## config.mk

```make
export PLATFORM = sky130hd
export DESIGN_NAME = scaler_channel_reader
export DESIGN_NICKNAME = d
export VERILOG_FILES = /design/src/rtl/scaler_channel_reader.sv
export SDC_FILE = /design/constraint.sdc
export NUM_CORES = 1
export LEC_CHECK = 0
export ABC_AREA = 1
export CORE_MARGIN = 8
export CORE_UTILIZATION = 40
export DETAILED_ROUTE_END_ITERATION = 12
export PLACE_DENSITY_LB_ADDON = 0.15
export SETUP_SLACK_MARGIN = 0.1
export SYNTH_ARGS = -nofsm -noshare
export SYNTH_HDL_FRONTEND = slang
export SYNTH_SLANG_ARGS = --single-unit
export TNS_END_PERCENT = 100
```

## constraint.sdc

```tcl
create_clock -name clk -period 2.3 [get_ports clk]
set_clock_uncertainty 0.1 [all_clocks]
set_input_delay 0.23 -clock clk [delete_from_list [all_inputs] [get_ports clk]]
set_output_delay 0.23 -clock clk [all_outputs]
set_load 0.005 [all_outputs]
```

## src/rtl/scaler_channel_reader.sv

```systemverilog
// scaler_channel_reader
// Bus-side reader for the scaler's CHAT (high) / CHBT (low) 14-bit ports.
// It strobes the high word, then the low word, then the high word again.
// If the two high words differ, the scaler carried mid-read. In that case
// the low word and the high word are re-read, up to MAX_RETRY times.
// The result is one coherent 28-bit count with a single-cycle valid pulse.
// Optional feature: define SCALER_READER_MONO_EN to add the mono_err output.
// That output flags a good count that went backwards relative to the last
// good count.
module scaler_channel_reader #(
    parameter int STROBE_CYC = 4,
    parameter int GAP_CYC    = 1,
    parameter int MAX_RETRY  = 3
) (
    input  logic        clk,
    input  logic        rst_,
    input  logic        req,
    input  logic [13:0] chat,
    input  logic [13:0] chbt,
    output logic        RCHAT_,
    output logic        RCHBT_,
    output logic        busy,
    output logic        valid,
    output logic [27:0] count,
    output logic [1:0]  retries,
    output logic        fail
`ifdef SCALER_READER_MONO_EN
    ,
    output logic        mono_err
`endif
);

    // One down-counter times both strobe and gap states.
    // It must hold the larger of the two lengths minus one.
    localparam int MAX_CYC = (STROBE_CYC > GAP_CYC) ? STROBE_CYC : GAP_CYC;
    localparam int CW      = (MAX_CYC < 2) ? 1 : $clog2(MAX_CYC);
    localparam int RW      = (MAX_RETRY < 1) ? 1 : $clog2(MAX_RETRY + 1);
    localparam int RW2     = (RW < 2) ? 2 : RW;

    localparam logic [CW-1:0] S_LOAD = CW'(STROBE_CYC - 1);
    localparam logic [CW-1:0] G_LOAD = CW'(GAP_CYC - 1);
    localparam logic [RW-1:0] R_MAX  = RW'(MAX_RETRY);

    typedef enum logic [2:0] {
        IDLE,
        RDH1,
        GAPA,
        RDL,
        GAPB,
        RDH2,
        CHECK,
        DONE
    } state_t;

    state_t          state_q, state_d;
    logic [CW-1:0]   cnt_q, cnt_d;
    logic [RW-1:0]   rtry_q, rtry_d;
    logic [13:0]     hi1_q, hi1_d;
    logic [13:0]     lo_q, lo_d;
    logic [13:0]     hi2_q, hi2_d;
    logic [27:0]     count_q, count_d;
    logic [1:0]      retries_q, retries_d;
    logic            fail_q, fail_d;
    logic            rchat_q, rchbt_q, busy_q, valid_q;
    logic            tick;
    logic [RW2-1:0]  rtry_w;
    logic [1:0]      rtry_sat;

    // The 2-bit retries output saturates at 3, whatever MAX_RETRY is.
    assign rtry_w   = RW2'(rtry_q);
    assign rtry_sat = (rtry_w > RW2'(2)) ? 2'd3 : rtry_w[1:0];

    // Last cycle of the current timed state.
    assign tick = (cnt_q == '0);

    // Next-state, sample capture and result formation.
    always_comb begin
        state_d   = state_q;
        cnt_d     = tick ? cnt_q : cnt_q - 1'b1;
        rtry_d    = rtry_q;
        hi1_d     = hi1_q;
        lo_d      = lo_q;
        hi2_d     = hi2_q;
        count_d   = count_q;
        retries_d = retries_q;
        fail_d    = fail_q;
        unique case (state_q)
            IDLE: begin
                if (req) begin
                    state_d = RDH1;
                    cnt_d   = S_LOAD;
                    rtry_d  = '0;
                end
            end
            RDH1: begin
                if (tick) begin
                    hi1_d   = chat;
                    state_d = GAPA;
                    cnt_d   = G_LOAD;
                end
            end
            GAPA: begin
                if (tick) begin
                    state_d = RDL;
                    cnt_d   = S_LOAD;
                end
            end
            RDL: begin
                if (tick) begin
                    lo_d    = chbt;
                    state_d = GAPB;
                    cnt_d   = G_LOAD;
                end
            end
            GAPB: begin
                if (tick) begin
                    state_d = RDH2;
                    cnt_d   = S_LOAD;
                end
            end
            RDH2: begin
                if (tick) begin
                    hi2_d   = chat;
                    state_d = CHECK;
                end
            end
            CHECK: begin
                if (hi2_q == hi1_q) begin
                    state_d   = DONE;
                    count_d   = {hi1_q, lo_q};
                    retries_d = rtry_sat;
                    fail_d    = 1'b0;
                end else if (rtry_q < R_MAX) begin
                    // A carry happened. The newer high word becomes the
                    // reference, and the low/high pair is read again.
                    hi1_d   = hi2_q;
                    rtry_d  = rtry_q + 1'b1;
                    state_d = GAPA;
                    cnt_d   = G_LOAD;
                end else begin
                    state_d   = DONE;
                    count_d   = {hi2_q, lo_q};
                    retries_d = rtry_sat;
                    fail_d    = 1'b1;
                end
            end
            DONE: begin
                state_d = IDLE;
            end
            default: begin
                state_d = IDLE;
            end
        endcase
    end

    // FSM state, samples, and registered pin outputs decoded from the next state.
    always_ff @(posedge clk or negedge rst_) begin
        if (!rst_) begin
            state_q   <= IDLE;
            cnt_q     <= '0;
            rtry_q    <= '0;
            hi1_q     <= '0;
            lo_q      <= '0;
            hi2_q     <= '0;
            count_q   <= '0;
            retries_q <= '0;
            fail_q    <= 1'b0;
            rchat_q   <= 1'b1;
            rchbt_q   <= 1'b1;
            busy_q    <= 1'b0;
            valid_q   <= 1'b0;
        end else begin
            state_q   <= state_d;
            cnt_q     <= cnt_d;
            rtry_q    <= rtry_d;
            hi1_q     <= hi1_d;
            lo_q      <= lo_d;
            hi2_q     <= hi2_d;
            count_q   <= count_d;
            retries_q <= retries_d;
            fail_q    <= fail_d;
            rchat_q   <= !((state_d == RDH1) || (state_d == RDH2));
            rchbt_q   <= (state_d != RDL);
            busy_q    <= (state_d != IDLE);
            valid_q   <= (state_d == DONE);
        end
    end

    assign RCHAT_  = rchat_q;
    assign RCHBT_  = rchbt_q;
    assign busy    = busy_q;
    assign valid   = valid_q;
    assign count   = count_q;
    assign retries = retries_q;
    assign fail    = fail_q;

`ifdef SCALER_READER_MONO_EN
    localparam logic [27:0] WRAP_LIM = 28'h010_0000;

    logic [27:0] last_q, last_d;
    logic        mono_q, mono_d;

    // Judge monotonicity on every good (non-fail) result.
    // A wrap from all-ones to a small value is allowed.
    always_comb begin
        last_d = last_q;
        mono_d = mono_q;
        if ((state_q == CHECK) && (state_d == DONE) && !fail_d) begin
            mono_d = (count_d < last_q) &&
                     !((last_q == 28'hFFF_FFFF) && (count_d < WRAP_LIM));
            last_d = count_d;
        end
    end

    // Last-good count and the held error flag.
    always_ff @(posedge clk or negedge rst_) begin
        if (!rst_) begin
            last_q <= '0;
            mono_q <= 1'b0;
        end else begin
            last_q <= last_d;
            mono_q <= mono_d;
        end
    end

    assign mono_err = mono_q;
`endif

endmodule

```

==> summary.txt, run 1 <==
Outcome
  – Status: complete, no violations

Synthesis
  – Async SR Flop Fraction: 1.00
  – Post-synth top cells: nand2_1 (169), dfrtp_1 (82), inv_1 (60), o21ai_0 (52), o21ai_1 (27)
  – Syn_nets: slightly above 500
  – Post-Syn Area: 3930 um2
  – Most frequent cell after synthesis: nand2_1
  – Syn. warnings: 0
  – Sequential share of the synthesized area: 0.535
  – Post-synth EDFFs: 0
  – Synth area leader: dfrtp_1
  – Synth Area per Inst: 8.14 um2
  – Post-synth top area share: 0.522
  – Yosys cell types: 26
  – Synth Flop Type: dfrtp_1
  – Main area contributors after synthesis: dfrtp_1 (52%), nand2_1 (16%), o21ai_0 (6.6%)
  – Synth Instances: 483
  – Synth Register Bits: 84

Floorplan
  – Die area: 13,300 um2
  – Die H: about 120 um
  – Initial Utilization: 0.408
  – Core Area: ~9600 um2
  – Total I/O pin count: 66
  – Rows: 36
  – Chip width: 115 um

Finish
  – Area Growth Syn to Fin: 24.0%
  – Final Instance Count excl. Fillers: 687
  – Diode count: 0
  – Layout cells sized above 1: 0.0866
  – Final #Nets: 585

Placement
  – Port bufs: 65
  – Post-DP HPWL: 6.11 mm
  – GP Congestion: 0.855
  – Placed insts: 670
  – Dpl ws: 0.384 ns

Flow run
  – Number of max-cap violations: 0

Drt
  – M1 WL: 4.25 mm
  – Routed Antenna Nets: 0
  – Met2 WL: 3.53 mm
  – Detailed Routing Iterations Pass 1: 4
  – WL per Instance: 12.4 um
  – # DRC: 0
  – Routed WL: 8.52 mm
  – Total number of vias: 3,139
  – WL met3: between 600 and 700 um
  – Via/cell ratio: 4.57
  – Iter 0 DRT Violations: approximately 190
  – DR top layer: met4

Setup path
  – WP data arrival: 2.06 ns
  – Worst R2R Setup Slack: about 0.37 ns
  – CP required: 2.43 ns
  – CP endpoint kind: flip-flop
  – Startpoint types: flip-flop
  – CP Class: reg2reg
  – CP Launch Point: hi2_q[11]
  – CP max FO: 39
  – Worst R2R Start: hi2_q[11]

Clock network
  – H-tree levels: 3
  – Post-CTS Hold Fix Bufs: 1
  – CTS Buffer Depth: 2
  – Setup Fix Bufs, Post-CTS: 0
  – TritonCTS clock tree: built
  – CTS buffer count: 9
  – Root Buffer: clkbuf_8
  – Worst-path clk slew: 0.09 ns
  – Worst skew pair latency: approximately 0.35 ns
  – # clock sinks: 84
  – Gates resized, CTS repair: 0

Global routing
  – Overall global routing resource usage: 0.136
  – Vias in the first global route: 2,993
  – Initial antenna violation count: 0
  – Overflow left after global routing: 0
  – Largest net degree at the start of global routing: 60
  – First-pass GRT wire length: between 10 and 15 mm

STA
  – Final TNS setup: 0 ns
  – Fin crit share: 0.839
  – Final setup fails: 0
  – Final worst path period need: ~1.9 ns
  – Max_slew headroom: 0.745
  – Hold Fails Final Rpt: 0
  – Fmax: 518 MHz
  – Worst slew pin tran: 0.382 ns
  – Unrepaired setup endpoints after global routing: no
  – Final Max Slew Viols: 0
  – PnR worst setup slack: 0.369 ns

Power
  – Leakage: ~0.0024 uW
  – Maximum vdd drop: ~0.00038 V
  – Pwr dens: 1010 nW/um2

Worst hold path
  – Hold Path Class: in2async
-- worst paths after layout --
kind,endpoint,cells after the start
setup / recovery,count[7],12
hold / removal,lo_q[5],2
setup reg to reg,count[7],12
hold reg to reg,count[21],2
max in group asynchronous,hi1_q[5],3
min in group clk,lo_q[10],3
-- layout by cell type (no fill, tap or decap), types with 8 or more instances in the layout --
| master | count |
|---|---|
| nand2_1 | 169 |
| dfrtp_1 | 82 |
| o21ai_0 | 52 |
| nand3_1 | 23 |
| nor2_1 | 11 |
| inv_2 | 10 |
| buf_4 | 8 |
| inv_1 | 60 |
| clkbuf_8 | 9 |
| o21ai_1 | 27 |
| clkdlybuf4s50_1 | 64 |
-- power by group --
part	internal [uW]	leakage (uW)	switching, uW	total (uW)
logic	652	0.00123	1050	1700
clock network	402	0.0000795	558	961
registers	1940	0.00108	342	2280
total	2990	0.00239	1950	4940
-- per-stage QoR --
step           power (uW)  utilization  hold slack (ns)  instance area (um2)
2_1_floorplan        3550            -           -0.166                 3930
3_3_place_gp         3990        0.487           0.0612                 4690
3_5_place_dp         4030        0.487           0.0616                 4690
4_1_cts              5010        0.506            0.216                 4880
5_1_grt              5420        0.506            0.230                 4880
6_report             4940        0.506            0.224                 4880
-- sequential cells by signal, summed over array words and instances (netlist names) --
name	flops
RCHAT_	1
state_q	3
fail	1
hi2_q	14
busy	1
cnt_q	2
hi1_q	14
valid	1
lo_q	14
count	28
RCHBT_	1
rtry_q	2
retries	2
-- critical path: stages, from the launching register on --
cell,delay [ns]
dfrtp_1,0.40
inv_1,0.08
nand2_1,0.06
nand2_1,0.04
nor2_1,0.14
nand2_1,0.11
nor2_4,0.14
nand2_4,0.08
nand2_4,0.08
nand2_8,0.17
buf_4,0.27
nand2_1,0.08
o21ai_1,0.05
-- area by class of cell --
type,count,area (um2)
Fill cell,940,4760
Timing Repair Buffer,74,731
Clock inverter,6,48.8
Sequential cell,84,2100
Multi-Input combinational cell,310,1440
Inverter,70,263
Clock buffer,10,128
Tap cell,133,166
-- kinds of logic after synthesis --
logic type               count (synthesis)  share of synthesized area
flip-flops                              84                      0.535
buffers and inverters                   89                     0.0996
AND/OR/NAND/NOR                        221                      0.240
XOR/XNOR                                 2                    0.00445
adder cells (fa/ha/maj)                  5                     0.0159
AO/OA/AOI/OAI                           82                      0.105
-- routing by layer --
layer | vias to the layer above | GRT usage
li1 | 1625 | -
met1 | 1436 | 0.185
met2 | 69 | 0.197
met3 | 9 | 0.0462
met4 | 0 | 0.0490
met5 | - | 0
No activity file was read; power rests on OpenSTA's default activity.
==> inputs of run 2 (changes only) <==
Clock period 2.3 ns to 1.7 ns, I/O delays scaled along.
==> run 2 against run 1 <==
Compared with the run above: critical path depth up 1; hold slack lost 0.075 ns; register-to-register slack worse by 0.36 ns; setup slack got worse by 0.36 ns; combinational power is 86% higher; clock-buffer cell count grew 2; first-iteration DRC count up 5.4%; non-clock buffer count grew 33; global-route usage increased by 1.6 points; critical path type unchanged; largest cell class unchanged.
==> summary.txt, run 2 (synthesized netlist as in run 1, its figures left out) <==
Floorplan
  – Die area: 13,300 um2 (unchanged)
  – Initial Utilization: 0.408 (unchanged)
  – Chip width: 115 um (unchanged)
  – Core Area: 9640 um2 (unchanged)
  – Die H: 115 um (unchanged)
  – Rows: 36 (unchanged)
  – Total I/O pin count: 66 (unchanged)

Finish
  – Final #Nets: 620 (+6.0%)
  – Final Instance Count excl. Fillers: 722 (+5.1%)
  – Diode count: 0 (unchanged)
  – Max FFs per register: 28 (unchanged)
  – Layout cells sized above 1: 0.238 (+0.151)
  – Most common cell after layout, fill and taps aside: nand2_1
  – Most frequent cells in the layout: nand2_1 (143), dfrtp_1 (81), clkdlybuf4s50_1 (60), inv_1 (57), o21ai_0 (51)
  – Area Growth Syn to Fin: 44.0%

Clock network
  – Root Buffer: clkbuf_8
  – H-tree levels: 3 (unchanged)
  – TritonCTS clock tree: built
  – CTS buffer count: 9 (unchanged)
  – Worst-path clk slew: 0.09 ns (about the same)
  – Worst skew pair latency: 0.35 ns (about the same)
  – # clock sinks: 84 (unchanged)
  – CTS Buffer Depth: 2 (unchanged)

Power
  – Pwr dens: 1430 nW/um2 (+42%)
  – Leakage: 0.00275 uW (+15%)
  – Power, Total: 8120 uW (+64%)
  – Maximum vdd drop: 0.000766 V (+100%)

Drt
  – Detailed Routing Iterations Pass 1: 5 (+1)
  – Iter 0 DRT Violations: 195 (+5.4%)
  – WL per Instance: 13.6 um (+9.4%)
  – Via/cell ratio: 4.73 (+3.4%)
  – Total number of vias: 3,412 (+8.7%)
  – # DRC: 0 (unchanged)
  – Routed Antenna Nets: 0 (unchanged)
  – Routed WL: 9.79 mm (+15%)

STA
  – Fmax: 592 MHz (+14%)
  – PnR worst setup slack: 0.0118 ns (-0.358 ns)
  – Unrepaired setup endpoints after global routing: yes
  – Max_slew headroom: 0.768 (+0.0232)
  – Final setup fails: 0 (unchanged)
  – Final worst path period need: 1.69 ns (-0.242 ns)
  – Fin crit share: 0.993 (+0.154)
  – Worst slew pin tran: 0.345 ns (-0.0372 ns)
  – Final Max Slew Viols: 0 (unchanged)
  – Final TNS setup: 0 ns (unchanged)
  – Hold WS: 0.149 ns (-0.0746 ns)
  – Hold Fails Final Rpt: 0 (unchanged)

Global routing
  – Overall global routing resource usage: 0.152 (+0.0158)
  – Overflow left after global routing: 0 (unchanged)
  – Initial antenna violation count: 0 (unchanged)
  – Vias in the first global route: 3,374 (+13%)
  – Largest net degree at the start of global routing: 44 (-27%)
  – First-pass GRT wire length: 16.1 mm (+11%)

Flow run
  – Number of max-cap violations: 0 (unchanged)

Setup path
  – WP data arrival: 1.89 ns (-0.17 ns)
  – CP required: 1.90 ns (-0.53 ns)
  – Worst R2R Setup Slack: 0.01 ns (-0.36 ns)
  – R2R Path End: busy
  – CP Class: reg2reg
  – Worst-case reg-to-reg path depth: 13 (+1)
  – Worst R2R Start: hi1_q[0]
  – CP endpoint kind: flip-flop
  – CP max FO: 6 (-85%)
  – Startpoint types: flip-flop

Placement
  – Post-DP HPWL: 6.35 mm (+3.9%)
  – Dpl ws: -0.0638 ns (-0.448 ns)
  – Port bufs: 65 (unchanged)
  – GP Congestion: 0.847 (-1.0%)
  – Placed insts: 687 (+2.5%)

Worst hold path
  – Hold Path Class: in2async

Outcome
  – Status: complete, no violations
## run 2: changes by cell type in the layout (fill, tap and decap cells not counted), sizes merged, moves of 3 or more
cell / before / now
bufinv: 0 / 4
clkinvlp: 3 / 0
clkdlybuf4s50: 64 / 60
buf: 9 / 40
clkbuf: 10 / 14
## run 2: final cells by class
cell class / count / area (um2)
inverter: 70 / 263
multi-input combinational: 312 / 1740
tap: 133 / 166
fill: 892 / 3980
clock inverter: 4 / 120
timing repair buffer: 107 / 1120
clock buffer: 12 / 145
sequential: 84 / 2110
## run 2: where the power goes
| part | switching (uW) | total, uW | internal [uW] |
|---|---|---|---|
| combinational | 1830 | 3170 | 1340 |
| sequential | 449 | 3070 | 2620 |
| clock | 712 | 1880 | 1170 |
| total | 2990 | 8120 | 5130 |
## run 2: how the worst max path moves through the flow
stage                     startpoint  endpoint  slack (ns)
final                       hi1_q[0]      busy        0.01
after global routing       hi1_q[13]      busy       -0.11
after floorplan             hi2_q[4]  count[0]        0.15
after CTS                   hi2_q[0]  count[7]        0.01
after global placement     hi2_q[10]  hi1_q[3]       -0.03
after detailed placement    hi2_q[9]  count[7]       -0.06
## run 2: routing by layer
layer  track usage  wire [um]  up-vias
li1              -          -     1711
met1         0.203       4720     1593
met2         0.231       4340       86
met3        0.0362        547       22
met4        0.0622        178        0
met5             0          0        -
## run 2: stage by stage
step / area, um2 / utilization
3_5_place_dp: 4870 / 0.505
5_1_grt: 5660 / 0.588
4_1_cts: 5380 / 0.558
3_3_place_gp: 4870 / 0.505
2_1_floorplan: 3930 / -
6_report: 5660 / 0.588
## run 2: critical path: stages (launching register included)
cell,delay (ns)
dfrtp_1,0.40
inv_1,0.05
nand2_1,0.07
nand2_2,0.05
nor2_2,0.13
nand2_2,0.08
nor2_4,0.12
nand2_4,0.09
nand2_8,0.09
nand2_8,0.11
buf_6,0.16
nand2_4,0.07
nand2_2,0.05
nand2_1,0.05
## run 2: what timing repair did
item	in CTS	in global routing
resized for setup	26	58
endpoints found under the hold margin	84	0
hold buffers	1	0
setup buffers	10	2
pin swaps	8	11
setup endpoints to repair	55	82
cloned	3	3
==> RTL edit 1, RTL diff (config.mk and constraints of run 2) <==
Build with the macro `SCALER_READER_MONO_EN` defined.
--- a/src/rtl/scaler_channel_reader.sv
+++ b/src/rtl/scaler_channel_reader.sv
@@ -7,6 +7,8 @@
 // Optional feature: define SCALER_READER_MONO_EN to add the mono_err output.
 // That output flags a good count that went backwards relative to the last
 // good count.
+`define SCALER_READER_MONO_EN
+
 module scaler_channel_reader #(
     parameter int STROBE_CYC = 4,
     parameter int GAP_CYC    = 1,
Formal check against the unedited RTL (old outputs only; new: mono_err): equivalent (equiv_simple and equiv_induct, registers matched by name and starting in step).
==> RTL edit 1 against run 2 <==
The flow now finishes with violations (setup timing). Synthesized area rose by 42%. Wire length increased by 86%. Final area grew 63%. Worst setup slack worse by 1.2 ns. Via count grew 62%. Sequential cell count increased by 29. Maximum frequency fell by 42%. Total power increased by 60%.
==> RTL edit 1: results (changes against run 2) <==
| Metric | Value |
|---|---|
| DRT iter0 DRCs | `276 (+42%)` |
| Synth warn | `0 (unchanged)` |
| Total leakage power | `0.00482 uW (+75%)` |
| CTS Root Cell | `clkbuf_16` |
| CP Data Arrival Time | `3.09 ns (+1.20 ns)` |
| Status | `finished, violations left` |
| Largest net degree at the start of global routing | `40 (-9.1%)` |
| Pre-antenna DRT Iters | `4 (-1)` |
| Critical-path maximum fanout | `7 (+1)` |
| Placed cell count | `1030 (+50%)` |
| Pint | `8740 uW (+70%)` |
| Mapped Cells | `669 (+39%)` |
| # H-tree levels | `4 (+1)` |
| Seq/Total Area, Yosys | `50.6% (-2.9 points)` |
| Setup violators final | `81 (+81)` |
| Final Non-Filler Cells | `1115 (+54%)` |
| Slew @ Worst Pin | `0.392 ns (+0.0475 ns)` |
| ANT cells | `0 (unchanged)` |
| Syn Nets | `731 (+41%)` |
| Cell family with most CP delay | `buffers and inverters` |
| Clock latency at the later pin of the worst-skew pair | `0.42 ns (+0.07 ns)` |
| Layout cells sized above 1 | `39.7% (+16 points)` |
| CTS Buf Count | `17 (+8)` |
| HPWL Detailed | `11500 um (+82%)` |
| Global-route wire length before repair | `26900 um (+67%)` |
| Synth cell count leaders | `214 x nand2_1, 111 x dfrtp_1, 81 x inv_1` |
| Failing checks | `setup timing` |
| Routed len/inst | `16.3 um (+21%)` |
| Vias/cell | `4.95 (+4.7%)` |
| Fin worst setup slack | `-1.19 ns (-1.20 ns)` |
| Distinct cells, synth | `35 (+35%)` |
| Setup TNS | `-34.27 ns (-34.27 ns)` |
| GRT Util Overall | `18.8% (+3.6 points)` |
| GPL Wtd Cong | `0.858 (+1.3%)` |
| Peak VDD IR | `0.00120 V (+56%)` |
| Top post-synthesis cells by area | `dfrtp_1 50%, nand2_1 14%, ha_1 6.9%` |
| PortBufs | `66 (+1.5%)` |
| # nets final | `984 (+59%)` |
[RTL edit 1: metal layers]
| metal | part of all wire, % | routed length (um) | vias up | global-route usage [%] |
|---|---|---|---|---|
| met1 | 42 | 7670 | 2663 | 22.3 |
| met3 | 5.3 | 968 | 28 | 5.16 |
| met5 | 0 | 0 | - | 0 |
| met4 | 2.3 | 426 | 0 | 7.74 |
| li1 | - | - | 2668 | - |
| met2 | 50 | 9160 | 156 | 31.4 |
[RTL edit 1: power groups by stage]
stage | clock network, uW | logic, uW | registers (uW)
after floorplan | 0 | 1960 | 3760
after global placement | 0 | 3660 | 3800
after detailed placement | 0 | 3790 | 3840
after CTS | 4280 | 4040 | 3810
after global routing | 4400 | 5310 | 3950
final | 4230 | 4850 | 3880
[RTL edit 1: area by class of cell]
cell class / instances / area (sq um)
Fill cell: 1084 / 4510
Sequential cell: 113 / 2830
Multi-Input combinational cell: 445 / 2750
Timing Repair Buffer: 254 / 2380
Clock buffer: 23 / 508
Inverter: 90 / 360
Tap cell: 180 / 225
Clock inverter: 9 / 198
Timing Repair inverter: 1 / 11.3
[RTL edit 1: cell families after synthesis]
kind of cell	count (synthesis)	share of synthesized area [%]
compound gates	111	11.8
flops	113	50.6
fa+ha+maj	31	6.94
simple gates	303	22.5
buf+inv	111	8.10
[RTL edit 1: final timing paths]
check | startpoint | endpoint | slack, ns | cells after the start
max | hi2_q[5] | hi1_q[6] | -1.19 | 23
min | rst_ | count[4] | 0.13 | 2
max reg2reg | hi2_q[5] | hi1_q[6] | -1.19 | 23
min reg2reg | lo_q[6] | lo_q[6] | 0.39 | 2
max in group asynchronous | rst_ | hi2_q[11] | 0.79 | 3
min in group clk | chbt[3] | lo_q[3] | 0.21 | 3
[RTL edit 1: timing repair]
item | 4_1_cts | 5_1_grt
setup buffers | 15 | 28
endpoints found under the hold margin | 111 | 0
hold buffers | 1 | 0
pin swaps | 26 | 35
resized for setup | 93 | 108
gates cloned | 1 | 8
endpoints found under the setup margin | 110 | 117
[RTL edit 1: per-stage QoR]
stage	setup slack (ns)	total power, uW	utilization [%]	instance area, sq um
after global routing	-1.38	13700	67.2	9260
after global placement	-1.29	7460	54.4	7500
after floorplan	-0.939	5720	-	5670
after detailed placement	-1.37	7630	54.4	7500
final	-1.19	13000	67.2	9260
after CTS	-1.12	12100	61.8	8520
==> RTL edit 2, RTL diff (settings of run 2) <==
Made on the original files. Register the input `chbt` before use, without a reset. The logic sees it one clock later. The other inputs are not delayed to match.
--- a/src/rtl/scaler_channel_reader.sv
+++ b/src/rtl/scaler_channel_reader.sv
@@ -52,6 +52,12 @@
         DONE
     } state_t;
 
+    logic [13:0] chbt_q;
+
+    always_ff @(posedge clk) begin
+        chbt_q <= chbt;
+    end
+
     state_t          state_q, state_d;
     logic [CW-1:0]   cnt_q, cnt_d;
     logic [RW-1:0]   rtry_q, rtry_d;
@@ -107,7 +113,7 @@
             end
             RDL: begin
                 if (tick) begin
-                    lo_d    = chbt;
+                    lo_d    = chbt_q;
                     state_d = GAPB;
                     cnt_d   = G_LOAD;
                 end
Function: same outputs for any inputs over 10 cycles, from zero or initial values and one cycle with rst_ low; that may be too few to reach the edited logic, so the function may still have changed.
==> RTL edit 2 against run 2 <==
The run now ends with setup timing left. Clock power shrank 19%. Synthesized area grew 9.4%. Synthesized cell count grew 2.9%. Sequential cell count grew 14. Global-route usage shrank 0.60 points. Wire length grew 2.3%. Worst setup slack lost 0.052 ns. Critical path depth is the same. Final area grew 3.2%. Total power is essentially flat. Non-clock buffer count grew 3. Critical path type unchanged. Largest cell class unchanged. Largest power group is now registers.
==> RTL edit 2: results (changes against run 2) <==
| Metric | Value |
|---|---|
| Total leakage power | `0.00286 uW (+4.1%)` |
| Setup TNS | `-0.629 ns (-0.629 ns)` |
| Top post-synthesis cells by area | `dfrtp_1 48%, nand2_1 15%, dfxtp_1 6.5%` |
| Pre-antenna DRT Iters | `6 (+1)` |
| # H-tree levels | `3 (unchanged)` |
| GPL Wtd Cong | `0.812 (-4.1%)` |
| Met3 Wirelength | `514 um (-6.0%)` |
| Post-synth ARST share | `85.7% (-14 points)` |
| Synth warn | `0 (unchanged)` |
| Synth Area in XOR/XNOR | `0.407% (-0.038 points)` |
| CP Data Arrival Time | `1.96 ns (+0.07 ns)` |
| Synth cell count leaders | `169 x nand2_1, 82 x dfrtp_1, 62 x inv_1` |
| Distinct cells, synth | `29 (+12%)` |
| Endpoint, Worst Hold | `chbt_q[9]` |
| Failing checks | `setup timing` |
| Via Count | `3482 (+2.1%)` |
| Post-Route WL | `10000 um (+2.3%)` |
| M1 WL | `4560 um (-3.3%)` |
| Post-Syn Area per Cell | `8.66 sq um (+6.4%)` |
| Worst hold path class | `input port to flop` |
| Fin worst setup slack | `-0.0405 ns (-0.0524 ns)` |
| Worst r2r src | `hi2_q[1]` |
| Critical-path maximum fanout | `7 (+1)` |
| Status | `finished, violations left` |
| Setup bufs post-CTS | `10 (unchanged)` |
| Met2 Usage GRT | `23.0% (-0.17 points)` |
| Slew Limit Headroom | `75.5% (-1.3 points)` |
| Final Non-Filler Cells | `745 (+3.2%)` |
| Syn Nets | `533 (+2.7%)` |
| Setup violators final | `29 (+29)` |
| Peak VDD IR | `0.000569 V (-26%)` |
| Cell Pwr Density | `1390 mW/mm^2 (-3.0%)` |
| # nets final | `636 (+2.6%)` |
| Layout cells sized above 1 | `23.8% (+0.033 points)` |
| M3 GR Usage | `4.09% (+0.46 points)` |
| Placed cell count | `706 (+2.8%)` |
| Clock latency at the later pin of the worst-skew pair | `0.38 ns (+0.03 ns)` |
| Setup crit end | `hi1_q[5]` |
| Post-synthesis compound-gate area fraction | `11.2% (+0.66 points)` |
| Worst Hold Slack | `0.127 ns (-0.0226 ns)` |
| Global-route wire length before repair | `17000 um (+5.2%)` |
| Adder-cell share of the synthesized area | `1.45% (-0.14 points)` |
| Largest net degree at the start of global routing | `34 (-23%)` |
| NetSw | `3020 uW (+1.2%)` |
| GRT Util Overall | `14.6% (-0.60 points)` |
| DR WL met2 | `4740 um (+9.3%)` |
| Seq/Total Area, Yosys | `55.4% (+1.9 points)` |
| GR Util met1 | `18.4% (-1.9 points)` |
## RTL edit 2: cell count changes after synthesis, moves of 3 or more
cell,change
dfxtp_1,+14
buf_2,-3
o21ai_2,+18
o21ai_1,-18
## RTL edit 2: cell type report
class | instances | area (sq um)
sequential | 98 | 2390
clock inverter | 5 | 53.8
inverter | 70 | 263
clock buffer | 11 | 141
multi-input combinational | 311 | 1700
tap | 140 | 175
timing repair buffer | 110 | 1130
fill | 1010 | 4810
## RTL edit 2: worst reg2reg max path, stage by stage (launching register included)
cell and delay, ns:
dfrtp_1 0.39, inv_1 0.07, nand2_1 0.05, nand2_1 0.04, nor2_1 0.11, nand2_1 0.11
nor2_4 0.14, nand2_4 0.08, nand2_4 0.09, nand2_8 0.10, buf_12 0.18, nand2_8 0.09
nand2_2 0.05, nand2_1 0.06
